`src/rtl/data_mem_responder.sv`:
```
// Data-memory responder: accepts single-cycle read/write strobes, waits LATENCY
// cycles, then returns a registered read response or a write acknowledge.
module data_mem_responder #(
    parameter int DATA_W  = 8,
    parameter int ADDR_W  = 4,
    parameter int LATENCY = 2
) (
    input  logic              clk,
    input  logic              reset_n,
    input  logic              mem_read,
    input  logic              mem_write,
    input  logic [ADDR_W-1:0] addr,
    input  logic [DATA_W-1:0] wdata,
    output logic [DATA_W-1:0] rdata,
    output logic              rd_valid,
    output logic              wr_ack,
    output logic              busy,
    output logic              err_conflict,
    output logic              err_overrun
);

    localparam int DEPTH = 1 << ADDR_W;
    localparam logic [3:0] WAIT_INIT = (LATENCY == 0) ? 4'd0 : 4'(LATENCY - 1);

    typedef enum logic [1:0] {
        S_IDLE = 2'd0,
        S_WAIT = 2'd1,
        S_RESP = 2'd2
    } state_t;

    state_t              state, state_next;
    logic [3:0]          wait_cnt, wait_cnt_next;
    logic [ADDR_W-1:0]   cap_addr;
    logic [DATA_W-1:0]   cap_wdata;
    logic                cap_write;
    logic [DATA_W-1:0]   mem [DEPTH];

    logic                accept;
    logic                conflict;
    logic                dropped;
    logic                enter_resp;
    logic                op_write;
    logic [ADDR_W-1:0]   op_addr;
    logic [DATA_W-1:0]   op_wdata;

    always_comb begin
        state_next    = state;
        wait_cnt_next = wait_cnt;
        accept        = 1'b0;
        conflict      = 1'b0;
        case (state)
            S_IDLE: begin
                conflict = mem_read && mem_write;
                accept   = mem_read ^ mem_write;
                if (accept) begin
                    if (LATENCY == 0) begin
                        state_next = S_RESP;
                    end else begin
                        state_next    = S_WAIT;
                        wait_cnt_next = WAIT_INIT;
                    end
                end
            end
            S_WAIT: begin
                if (wait_cnt == 4'd0) begin
                    state_next = S_RESP;
                end else begin
                    wait_cnt_next = wait_cnt - 4'd1;
                end
            end
            S_RESP:  state_next = S_IDLE;
            default: state_next = S_IDLE;
        endcase
    end

    // With zero latency the response edge is the accept edge, so the live request is used.
    always_comb begin
        enter_resp = (state_next == S_RESP);
        dropped    = (state != S_IDLE) && (mem_read || mem_write);
        op_write   = (state == S_IDLE) ? mem_write : cap_write;
        op_addr    = (state == S_IDLE) ? addr      : cap_addr;
        op_wdata   = (state == S_IDLE) ? wdata     : cap_wdata;
    end

    assign busy = (state != S_IDLE);

    always_ff @(posedge clk or negedge reset_n) begin
        if (!reset_n) begin
            state        <= S_IDLE;
            wait_cnt     <= 4'd0;
            cap_addr     <= '0;
            cap_wdata    <= '0;
            cap_write    <= 1'b0;
            rdata        <= '0;
            rd_valid     <= 1'b0;
            wr_ack       <= 1'b0;
            err_conflict <= 1'b0;
            err_overrun  <= 1'b0;
        end else begin
            state        <= state_next;
            wait_cnt     <= wait_cnt_next;
            rd_valid     <= enter_resp && !op_write;
            wr_ack       <= enter_resp && op_write;
            err_conflict <= conflict;
            err_overrun  <= err_overrun || dropped;
            if (accept) begin
                cap_addr  <= addr;
                cap_wdata <= wdata;
                cap_write <= mem_write;
            end
            if (enter_resp && !op_write) begin
                rdata <= mem[op_addr];
            end
        end
    end

    always_ff @(posedge clk or negedge reset_n) begin
        if (!reset_n) begin
            for (int i = 0; i < DEPTH; i++) begin
                mem[i] <= '0;
            end
        end else if (enter_resp && op_write) begin
            mem[op_addr] <= op_wdata;
        end
    end

endmodule
```
`config.mk`:
```
export PLATFORM = sky130hd
export DESIGN_NAME = data_mem_responder
export DESIGN_NICKNAME = d
export VERILOG_FILES = /design/src/rtl/data_mem_responder.sv
export SDC_FILE = /design/constraint.sdc
export NUM_CORES = 1
export LEC_CHECK = 0
export BUFFER_PORTS_ARGS = -buffer_cell sky130_fd_sc_hd__buf_2
export CORE_MARGIN = 2
export CORE_UTILIZATION = 55
export CTS_BUF_LIST = sky130_fd_sc_hd__clkbuf_16
export DETAILED_ROUTE_END_ITERATION = 12
export MAX_ROUTING_LAYER = met4
export PLACE_DENSITY_LB_ADDON = 0.12
export SLEW_MARGIN = 10
export SYNTH_ARGS = -nofsm -noshare
export SYNTH_HDL_FRONTEND = slang
export SYNTH_SLANG_ARGS = --single-unit
export TNS_END_PERCENT = 1
```
`constraint.sdc`:
```
create_clock -name clk -period 4.8 [get_ports clk]
set_input_delay 0.96 -clock clk [delete_from_list [all_inputs] [get_ports clk]]
set_output_delay 0.96 -clock clk [all_outputs]
set_load 0.005 [all_outputs]
```
==> impl_results.md <==
* 1st-iter DRT viols at about 470
* Die Y at 116 um
* Final HPWL from detailed placement at roughly 11,000 um
* Pwr Density at 630 mW/mm^2
* Post-synth cell types at 42
* Synthesis-to-finish area growth at 12.2%
* Met1 Use GR at a little under two fifths
* GR Layer Usage met3 at between 5 and 6%
* Yosys warning total at 0
* Inst Count DP at 840
* Worst vdd ir at between 0.3 and 0.4 mV
* Post-layout min period at roughly 3.1 ns
* Final std cells w/o fill at 872
* Final worst slack at between 1.5 and 2 ns
* Vias in the first global route at ~5k
* Area of the multi-input gates at 0.00266 mm^2
* Sequential fraction of the synthesis area at 58.0%
* Main flop type after synthesis: dfrtp_1
* Unrepaired setup endpoints after global routing: false
* Commonest cells in the netlist: dfrtp_1 (159), nand2_1 (134), o21ai_0 (118), a22oi_1 (64), a21oi_1 (40)
* FILL cells at approximately 1.0k
* Max Root-Sink Buffers at 2
* Clk_lat worst skew at between 0.4 and 0.5 ns
* Initial Util at 56.7%
* Total GRT Usage at between 20% and 30%
* Hold crit path type: reg2reg
* Worst Max-Slew Pin Slew at between 1 and 1.5 ns
* Synth Net Count at slightly below 700
* Top-area cell type share of the netlist area at 58.0%
* Critical path class: reg2reg
* Clock sink total at ~160
* Post-CTS Resized at 0
* Reg2reg setup slack at 1.69 ns
* Die width at ~120 um
* Design Power at about 4.8 mW
* Most frequent cell after synthesis: dfrtp_1
* Wirelength, routed at approximately 17,000 um
* Fin. Hold Viols at 0
* Layout Skew at roughly 0.0088 ns
* Crit path DAT at about 3.4 ns
* Number of buffers added on ports at 28
* Initial antenna violation count at 0
* CTS H-tree lvls at 4
* Crit path max fanout at 26
* Post-synth top area cell: dfrtp_1
* CTS tree: yes
* FFs w/ async S/R, synth at between 90% and 100%
* Relative slew slack at between 20% and 30%
* First-pass GRT wire length at around 27,000 um
* Synth Register Bits at between 150 and 200
* CTS Hold Bufs at 0
* CP required at 5.06 ns
* Core area at 0.0121 mm^2
* GPL Wtd Cong at about 0.88
* Max Clock Freq at approximately 320 MHz
* Largest net degree at the start of global routing at around 110
* Root buffer cell: clkbuf_16
* GR peak layer: met2
* Cell Area, Synth at around 0.0069 mm^2
* Startpoint types: register
* Layout cell share with drive strength beyond 1 at between 10% and 20%
* Clock buffer count from CTS at 17
* Number of max-cap violations at 0
* Syn avg cell area at 10.2 um^2
* Grt ovf at 0
* # setup viols final at 0
* Total leakage power at approximately 3.3 nW
* Vias per cell at around 5.9
* Mean routed wirelength per cell at between 15 and 20 um
* Max-slew violations at 0
* Final period util at about 65%
* Clock slew at the register clock pins of the worst setup and hold paths at 0.06 ns
* Pre-CTS setup slack at approximately 1.7 ns
* Ant. Diodes at 0
* Antenna Violating Nets Remaining at 0
* Nets at approximately 700
* Cell Rows at 40
* Post-CTS Setup Bufs at 0
* TNS Setup at 0 ns
* Synth area leaders: dfrtp_1 (58%), o21ai_0 (8.6%), nand2_1 (7.3%)
* Cells after synthesis at between 600 and 700
* GR met2 Demand/Resource at between 40 and 50%
* Post-synth EDFFs at 0
* Status: completed
* Die area at around 0.013 mm^2
* Register Area at between 0.003 and 0.004 mm^2
* DRC at 0
* DRT Pass-1 Iters at 5
* Vias at around 5.2k
* Top Ports at 29
* CP endpoint kind: register
sequential cells by signal, summed over array words and instances (netlist names):
register,cells
err_overrun,1
rdata,8
cap_wdata,8
cap_write,1
cap_addr,4
mem,128
err_conflict,1
rd_valid,1
wait_cnt,4
wr_ack,1
state,2
area by class of cell:
cell class,instances,share of cell area (%)
clock buffer,17,5.52
clock inverter,15,1.97
inverter,8,0.390
multi-input combinational,463,34.5
sequential,159,51.7
tap,168,2.73
timing repair buffer,42,3.27
layout by cell type (no fill, tap or decap), types with 5 or more instances in the layout:
master / Yosys / routed
a21oi_1: 40 / 40
a22oi_1: 64 / 64
buf_2: 17 / 27
buf_4: 3 / 14
clkbuf_16: 0 / 17
clkinv_1: 0 / 6
dfrtp_1: 159 / 159
inv_1: 8 / 8
mux2_2: 13 / 13
mux2i_1: 8 / 5
nand2_1: 134 / 134
nand3_2: 8 / 8
nand3b_1: 7 / 7
nor2_1: 12 / 12
nor4_1: 9 / 9
o21ai_0: 118 / 118
o21ai_1: 12 / 12
cells by family (layout without fill, tap and decap cells):
family / Yosys count / in the layout / share of synthesized area, %
AO/OA/AOI/OAI: 246 / 246 / 21.0
XOR/XNOR: 2 / 2 / 0.255
adder cells (fa/ha/maj): 4 / 4 / 0.729
buffers and inverters: 54 / 82 / 3.54
flip-flops: 159 / 159 / 58.0
multiplexers: 21 / 21 / 3.30
AND/OR/NAND/NOR: 190 / 190 / 13.2
path summary, 6_finish.rpt:
check / cells past startpoint / end / startpoint
worst max-delay path: 6 / rdata[7]$_DFFE_PN0P_ / state[1]$_DFF_PN0_
worst min-delay path: 1 / err_overrun$_DFF_PN0_ / err_overrun$_DFF_PN0_
worst max register to register: 6 / rdata[7]$_DFFE_PN0P_ / state[1]$_DFF_PN0_
worst min register to register: 1 / err_overrun$_DFF_PN0_ / err_overrun$_DFF_PN0_
max in group asynchronous: 2 / mem[61]$_DFFE_PN0P_ / reset_n
min in group asynchronous: 1 / mem[3]$_DFFE_PN0P_ / reset_n
metal layers:
metal  wire length (um)  vias to the layer above
met5                  0                        -
met2               7950                      177
met4                311                        0
met3                988                       25
li1                   -                     2427
met1               7560                     2539
per-stage QoR:
stage	util [%]	area [um^2]	hold slack, ns
floorplan	-	6870	0.450
global placement	58.8	7130	0.456
detailed placement	58.8	7130	0.461
CTS	63.6	7700	0.478
global route	63.6	7700	0.488
finish	63.6	7700	0.475
report_power, final:
group	internal [mW]	switching [mW]	total, mW
Clock	0.803	0.519	1.32
Sequential	1.75	0.275	2.02
Combinational	0.484	1.02	1.50
Total	3.04	1.81	4.85
worst max-delay path, stage by stage, from the launching register on:
cell     delay, ns
dfrtp_1       0.50
nor2_4        0.66
nor3b_1       0.12
a31oi_1       0.82
a21oi_1       0.26
nor4_1        0.45
a21oi_1       0.12
Note: power is estimated with default switching activity, not from simulation.
